### src/rtl/prt_pkg.sv
// prt_pkg -- shared types for the PRT egress drain.
//   slot_t      : PRT slot index (sized for NUM_SLOTS_DEF slots)
//   state_t     : drain FSM states
//   decision_t  : packed {slot, forward} decision as queued in the decision FIFO
//   slot_width(): slot index width for a given slot count, never below 1
package prt_pkg;

    localparam int DATA_WIDTH_DEF = 8;
    localparam int NUM_SLOTS_DEF  = 2;

    function automatic int slot_width(input int n);
        return (n > 1) ? $clog2(n) : 1;
    endfunction

    localparam int SLOT_W_DEF = slot_width(NUM_SLOTS_DEF);

    // The decision datapath carries slots as slot_t; keep NUM_SLOTS_DEF in
    // step with the NUM_SLOTS the top is built with.
    typedef logic [SLOT_W_DEF-1:0] slot_t;

    typedef enum logic [2:0] {
        IDLE,
        START,
        READ,
        DRAIN,
        INVAL
    } state_t;

    typedef struct packed {
        slot_t slot;
        logic  forward;
    } decision_t;

endpackage

### src/rtl/prt_decision_fifo.sv
// prt_decision_fifo -- synchronous FIFO of forward/drop decisions.
//   clk, rst : clock, synchronous active-high reset (empties the FIFO)
//   push     : write din when not full (push while full is dropped)
//   pop      : advance read side when not empty
//   din/dout : decision in / decision at the head (valid when !empty)
//   full     : DEPTH entries held
//   empty    : no entries held
// A push and a pop in the same cycle are both honoured.
module prt_decision_fifo
    import prt_pkg::*;
#(
    parameter int DEPTH = 2
)(
    input  logic      clk,
    input  logic      rst,
    input  logic      push,
    input  logic      pop,
    input  decision_t din,
    output decision_t dout,
    output logic      full,
    output logic      empty
);

    localparam int AW = (DEPTH > 1) ? $clog2(DEPTH) : 1;

    decision_t     mem [DEPTH];
    logic [AW-1:0] wptr;
    logic [AW-1:0] rptr;
    logic [AW:0]   count;
    logic          do_push;
    logic          do_pop;

    assign full    = (count == (AW+1)'(DEPTH));
    assign empty   = (count == '0);
    assign do_push = push && !full;
    assign do_pop  = pop && !empty;
    assign dout    = mem[rptr];

    always_ff @(posedge clk) begin
        if (rst) begin
            wptr  <= '0;
            rptr  <= '0;
            count <= '0;
        end else begin
            if (do_push)
                wptr <= (wptr == AW'(DEPTH-1)) ? '0 : wptr + 1'b1;
            if (do_pop)
                rptr <= (rptr == AW'(DEPTH-1)) ? '0 : rptr + 1'b1;
            case ({do_push, do_pop})
                2'b10:   count <= count + 1'b1;
                2'b01:   count <= count - 1'b1;
                default: count <= count;
            endcase
        end
    end

    // Storage needs no reset: entries are only read once written.
    always_ff @(posedge clk) begin
        if (do_push)
            mem[wptr] <= din;
    end

endmodule

### src/rtl/prt_tx_drain.sv
// prt_tx_drain -- egress stage behind the PRT.
// Pops forward/drop decisions; forwards stream the slot's bytes out on tx_*
// (tx_last on the final byte), then every decision frees its slot.
//   CLK, RST                      : clock, synchronous active-high reset
//   EN/RDY_put_decision, put_*    : decision enqueue (RDY = FIFO not full)
//   EN/RDY_start_reading_prt_entry: open a slot for reading
//   EN/RDY_read_prt_entry         : consume one PRT word {end, byte}
//   EN/RDY_invalidate_prt_entry   : free the latched slot
//   tx_data/valid/last, tx_ready  : egress valid/ready byte stream
//   tx_pkt_count, drop_pkt_count  : saturating packet counters
// Build option PRT_TX_STATS_EN: when defined the counters are live,
// otherwise they are not built and the ports read 0.
module prt_tx_drain
    import prt_pkg::*;
#(
    parameter int DATA_WIDTH = DATA_WIDTH_DEF,
    parameter int NUM_SLOTS  = NUM_SLOTS_DEF,
    parameter int DEC_DEPTH  = 2,
    localparam int SLOT_W    = slot_width(NUM_SLOTS)
)(
    input  logic                  CLK,
    input  logic                  RST,
    input  logic                  EN_put_decision,
    input  logic [SLOT_W-1:0]     put_decision_slot,
    input  logic                  put_decision_forward,
    output logic                  RDY_put_decision,
    output logic                  EN_start_reading_prt_entry,
    output logic [SLOT_W-1:0]     start_reading_prt_entry_slot,
    input  logic                  RDY_start_reading_prt_entry,
    output logic                  EN_read_prt_entry,
    input  logic [DATA_WIDTH:0]   read_prt_entry,
    input  logic                  RDY_read_prt_entry,
    output logic                  EN_invalidate_prt_entry,
    output logic [SLOT_W-1:0]     invalidate_prt_entry_slot,
    input  logic                  RDY_invalidate_prt_entry,
    output logic [DATA_WIDTH-1:0] tx_data,
    output logic                  tx_valid,
    output logic                  tx_last,
    input  logic                  tx_ready,
    output logic [31:0]           tx_pkt_count,
    output logic [31:0]           drop_pkt_count
);

    state_t                state;
    state_t                state_nxt;
    slot_t                 slot_q;
    decision_t             fifo_din;
    decision_t             fifo_dout;
    logic                  fifo_full;
    logic                  fifo_empty;
    logic                  fifo_pop;
    logic                  pend_vld;
    logic [DATA_WIDTH-1:0] pend_data;
    logic                  out_vld;
    logic                  out_last;
    logic [DATA_WIDTH-1:0] out_data;
    logic                  out_free;
    logic                  rd_end;

    assign fifo_din = {slot_t'(put_decision_slot), put_decision_forward};

    prt_decision_fifo #(
        .DEPTH (DEC_DEPTH)
    ) u_dec_fifo (
        .clk   (CLK),
        .rst   (RST),
        .push  (EN_put_decision),
        .pop   (fifo_pop),
        .din   (fifo_din),
        .dout  (fifo_dout),
        .full  (fifo_full),
        .empty (fifo_empty)
    );

    assign RDY_put_decision             = !fifo_full;
    assign start_reading_prt_entry_slot = SLOT_W'(slot_q);
    assign invalidate_prt_entry_slot    = SLOT_W'(slot_q);
    assign tx_data                      = out_data;
    assign tx_valid                     = out_vld;
    assign tx_last                      = out_last;
    assign out_free                     = !out_vld || tx_ready;
    assign rd_end                       = read_prt_entry[DATA_WIDTH];

    always_comb begin
        state_nxt                  = state;
        fifo_pop                   = 1'b0;
        EN_start_reading_prt_entry = 1'b0;
        EN_read_prt_entry          = 1'b0;
        EN_invalidate_prt_entry    = 1'b0;
        case (state)
            IDLE: begin
                if (!fifo_empty) begin
                    fifo_pop  = 1'b1;
                    state_nxt = fifo_dout.forward ? START : INVAL;
                end
            end
            START: begin
                EN_start_reading_prt_entry = RDY_start_reading_prt_entry;
                if (RDY_start_reading_prt_entry)
                    state_nxt = READ;
            end
            READ: begin
                // A word may only be taken if pend has somewhere to go.
                EN_read_prt_entry = RDY_read_prt_entry && (!pend_vld || out_free);
                if (EN_read_prt_entry && rd_end)
                    state_nxt = DRAIN;
            end
            DRAIN: begin
                if (!out_vld || (tx_ready && out_last))
                    state_nxt = INVAL;
            end
            INVAL: begin
                EN_invalidate_prt_entry = RDY_invalidate_prt_entry;
                if (RDY_invalidate_prt_entry)
                    state_nxt = IDLE;
            end
            default: state_nxt = IDLE;
        endcase
    end

    // pend holds one byte of lookahead so the byte before the end word can
    // be tagged last when it moves into out.
    always_ff @(posedge CLK) begin
        if (RST) begin
            state     <= IDLE;
            slot_q    <= '0;
            pend_vld  <= 1'b0;
            pend_data <= '0;
            out_vld   <= 1'b0;
            out_last  <= 1'b0;
            out_data  <= '0;
        end else begin
            state <= state_nxt;
            if (fifo_pop)
                slot_q <= fifo_dout.slot;
            if (EN_read_prt_entry && pend_vld) begin
                out_vld  <= 1'b1;
                out_data <= pend_data;
                out_last <= rd_end;
            end else if (tx_ready) begin
                out_vld <= 1'b0;
            end
            if (EN_read_prt_entry) begin
                pend_vld  <= !rd_end;
                pend_data <= read_prt_entry[DATA_WIDTH-1:0];
            end
        end
    end

`ifdef PRT_TX_STATS_EN
    logic        fwd_q;
    logic [31:0] tx_cnt;
    logic [31:0] drop_cnt;

    always_ff @(posedge CLK) begin
        if (RST) begin
            fwd_q    <= 1'b0;
            tx_cnt   <= '0;
            drop_cnt <= '0;
        end else begin
            if (fifo_pop)
                fwd_q <= fifo_dout.forward;
            if (EN_invalidate_prt_entry) begin
                if (fwd_q && (tx_cnt != '1))
                    tx_cnt <= tx_cnt + 32'd1;
                else if (!fwd_q && (drop_cnt != '1))
                    drop_cnt <= drop_cnt + 32'd1;
            end
        end
    end

    assign tx_pkt_count   = tx_cnt;
    assign drop_pkt_count = drop_cnt;
`else
    assign tx_pkt_count   = '0;
    assign drop_pkt_count = '0;
`endif

endmodule

### config.mk
export PLATFORM = sky130hd
export DESIGN_NAME = prt_tx_drain
export DESIGN_NICKNAME = d
export VERILOG_FILES = /design/src/rtl/prt_pkg.sv /design/src/rtl/prt_decision_fifo.sv /design/src/rtl/prt_tx_drain.sv
export SDC_FILE = /design/constraint.sdc
export NUM_CORES = 1
export LEC_CHECK = 0
export CAP_MARGIN = 5
export CORE_MARGIN = 8
export CORE_UTILIZATION = 42
export DETAILED_ROUTE_END_ITERATION = 6
export HOLD_SLACK_MARGIN = 0.15
export MAX_ROUTING_LAYER = met4
export PLACE_DENSITY = 0.91
export REMOVE_ABC_BUFFERS = 1
export SYNTH_ARGS = -nofsm -noshare
export SYNTH_HDL_FRONTEND = slang
export SYNTH_HIERARCHICAL = 1
export SYNTH_SLANG_ARGS = --single-unit
### constraint.sdc
create_clock -name CLK -period 4.4 [get_ports CLK]
set_input_delay 1.32 -clock CLK [delete_from_list [all_inputs] [get_ports CLK]]
set_output_delay 1.32 -clock CLK [all_outputs]
set_load 0.03 [all_outputs]
==> metrics.yaml <==
setup_path:
  worst-path-buf-inv: 2
  cp_slowest_cell: "clkdlybuf4s50_1"
  crit_family: "buffers and inverters"
  crit_chain: "clkdlybuf4s50_1, nand2_1, nor3_1, clkdlybuf4s50_1"
  slowest_delay_ns: 0.71
  crit_required_ns: 3.08
  cp_max_fo: 3
  critPathLaunchType: "primary input"
  arrival_ns: 2.74
  setup.worst_path.class: "in2out"
  cpMostUsedCell: "clkdlybuf4s50_1"
  crit_path_end_kind: "output port"
floorplan:
  dieHeight_um: 81.8
  dieWidth_um: 81.8
  die-area_sq_um: 6700
  placementRows: 24
  pin_count: 98
  initial_core_util: 0.427
  core_area_sq_um: 4260
cts:
  cts-resized-gates: 0
  cts_made_buffers: 5
  postCtsSetupBuffers: 0
  clockBufferDepth: 2
  clock_sinks: 32
  ctsHoldBuffers: 0
  path_clk_slew_ns: 0.06
  htree_levels: 2
  clkLatencyLatePin_ns: 0.28
  cts_tree: "built"
  cts_root_buf: "clkbuf_8"
synthesis:
  synth_edf_count: 4
  synthTopCellsByArea: "dfxtp_1, buf_4, edfxtp_1"
  netlist_area_sq_um: 1820
  synth_fa_ha_area_frac: 0.00687
  synth-simple-area-share: 0.133
  synth_ff_type: "dfxtp_1"
  synthMuxAreaShare: 0.0674
  synthArstFlopShare: 0
  synth-compound-area-share: 0.0893
  synth_cell_types: 36
  synth_top_family_by_area: "buffers and inverters"
  synth_xor_area_frac: 0.0144
  syn_avg_cell_area_sq_um: 8.79
  syn-instance-count: 207
  synth_seq_cells: 32
  ys_warn_count: 6
  yosys.area.top_type: "dfxtp_1"
  ys_seq_area_frac: 0.374
  synth_top_area_frac: 0.308
placed_design:
  hpwlAfterDp_mm: 2.80
  dp.cells: 282
  io_buffers: 33
  gp_congestion: 0.736
sta:
  rsz0062_at_grt: "no"
  worst_pin_slew_ns: 1.02
  relSlewSlack: 0.316
  finalSetupTns_ns: 0
  skew_ns: 0.00353
  fin_crit_ns: 4.06
  post-route-period-util: 0.924
  hold_viol_final: 0
  setup_viol: 0
  drv_slew: 0
  fmax_ghz: 0.246
run:
  max_cap_violations: 0
global_routing:
  grt.total_usage: 0.108
  grt_max_degree: 29
  grt_pass1_vias: 1211
  antenna_found_initial: 0
  overflow: 0
  grt_first_pass_wirelength_mm: 5.46
route:
  dr.pass1.iters: 4
  drc: 0
  wl_mm: 3.62
  avgViaCountPerCell: 4.30
  drt-wirelength-per-cell_um: 12.5
  vias: 1246
  drtAntennaViolNets: 0
  drtIter0Drc: 80
pwr:
  peakVddDrop_mv: 0.147
  leakage_nw: 0.896
  p_per_area_nw_per_um2: 462
cells_and_area:
  area_delta_synth_final_pct: 9.48
  drive_gt1_frac: 0.0546
  fin_cells: 290
  nFillCells: 425
  fin_nets: 256
  n_antenna_cell: 0
  utilization: 0.467
worst_hold_path:
  min_path_type: "reg2reg"
status:
  status: "finished clean"
==> cell families after synthesis <==
family | Yosys count
other cells | 1
fa+ha+maj | 1
buf+inv | 79
xor+xnor | 3
compound gates | 26
mux | 12
simple gates | 53
flops | 32
==> where the power goes <==
part	switching [W]	leakage, nW	internal (W)	total, W
Clock	0.000102	0.0455	0.000127	0.000229
Sequential	0.0000435	0.264	0.000334	0.000378
Combinational	0.000198	0.586	0.000117	0.000315
Total	0.000343	0.896	0.000578	0.000921
==> worst paths after layout <==
check | start | to | slack, ns | cells after the start
hold reg to reg | pend_data[7]$_SDFFE_PP0P_ | pend_data[7]$_SDFFE_PP0P_ | 0.45 | 2
setup / recovery | RDY_invalidate_prt_entry | EN_invalidate_prt_entry | 0.34 | 4
setup reg to reg | u_dec_fifo/count[0]$_SDFFE_PP0P_ | u_dec_fifo/count[1]$_SDFFE_PP0P_ | 2.38 | 6
hold / removal | pend_data[7]$_SDFFE_PP0P_ | pend_data[7]$_SDFFE_PP0P_ | 0.45 | 2
==> cells in the mapped netlist, types with 2 or more instances <==
master and count:
nor2_1 14, o21a_1 2, a21o_1 2, mux2i_1 10, inv_2 2, xnor2_1 2, buf_4 66, nand2b_1 2
nor3_1 3, or3_1 2, inv_1 4, buf_6 3, dfxtp_1 28, o21ai_0 3, mux2_2 2, buf_2 2
clkbuf_1 2, a21oi_1 13, nor4_1 2, edfxtp_1 4, nand2_1 24
==> layer usage <==
metal,global-route usage,vias up,share of wire
li1,-,603,-
met1,0.104,588,0.37
met2,0.193,51,0.53
met3,0.0317,4,0.088
met4,0.0544,0,0.013
met5,-,-,0
==> final cells by class <==
type                       count  area [sq um]  area share
inverter                       6          22.5      0.0113
clock buffer                   8          90.1      0.0452
sequential                    32           681       0.341
timing repair buffer          33           328       0.164
multi-input combinational    159           807       0.405
tap                           52          65.1      0.0326
==> worst min-delay path: cells and delay by family (launching register included) <==
kind | cells | cell delay (ns)
compound gates | 1 | 0.05
flops | 1 | 0.31
simple gates | 1 | 0.05
==> cells in the final DEF (no fill, tap or decap) <==
| cell type | n |
|---|---|
| nor2_1 | 14 |
| ha_1 | 1 |
| mux2_2 | 2 |
| o21ai_0 | 3 |
| inv_2 | 2 |
| or3b_1 | 1 |
| clkbuf_8 | 6 |
| o21a_1 | 2 |
| a21oi_1 | 13 |
| edfxtp_1 | 4 |
| a31oi_1 | 1 |
| nand2_1 | 24 |
| inv_1 | 4 |
| clkbuf_1 | 2 |
| o211ai_1 | 1 |
| a311oi_2 | 1 |
| nand2b_1 | 2 |
| or3_1 | 2 |
| nor4_1 | 2 |
| xor2_1 | 1 |
| nand2b_2 | 1 |
| conb_1 | 64 |
| a2111oi_0 | 1 |
| a21o_1 | 2 |
| nor2b_1 | 1 |
| o21bai_1 | 1 |
| xnor2_1 | 2 |
| clkdlybuf4s50_1 | 32 |
| mux2i_1 | 10 |
| dfxtp_1 | 28 |
| nand4bb_1 | 1 |
| a211oi_1 | 1 |
| nand4_1 | 1 |
| and3_1 | 1 |
| nor3_1 | 3 |
| buf_4 | 1 |
==> sequential cells by signal, indices dropped and copies added (netlist names), named ones only <==
signal / cells
tx_last: 1
pend_data: 8
u_dec_fifo/mem: 4
state: 3
u_dec_fifo/count: 2
u_dec_fifo/rptr: 1
pend_vld: 1
tx_data: 8
invalidate_prt_entry_slot: 1
u_dec_fifo/wptr: 1
tx_valid: 1
==> through the flow <==
step | power, W | instance area [sq um] | worst slack [ns] | hold WS (ns)
6_report | 0.000921 | 1990 | 0.336 | 0.454
5_1_grt | 0.000974 | 1990 | 0.265 | 0.479
4_1_cts | 0.000923 | 1990 | 0.347 | 0.456
3_5_place_dp | 0.000692 | 1900 | 0.348 | 0.446
3_3_place_gp | 0.000682 | 1900 | 0.381 | 0.441
2_1_floorplan | 0.000611 | 1510 | 1.03 | 0.430
No activity file was read; power rests on OpenSTA's default activity.
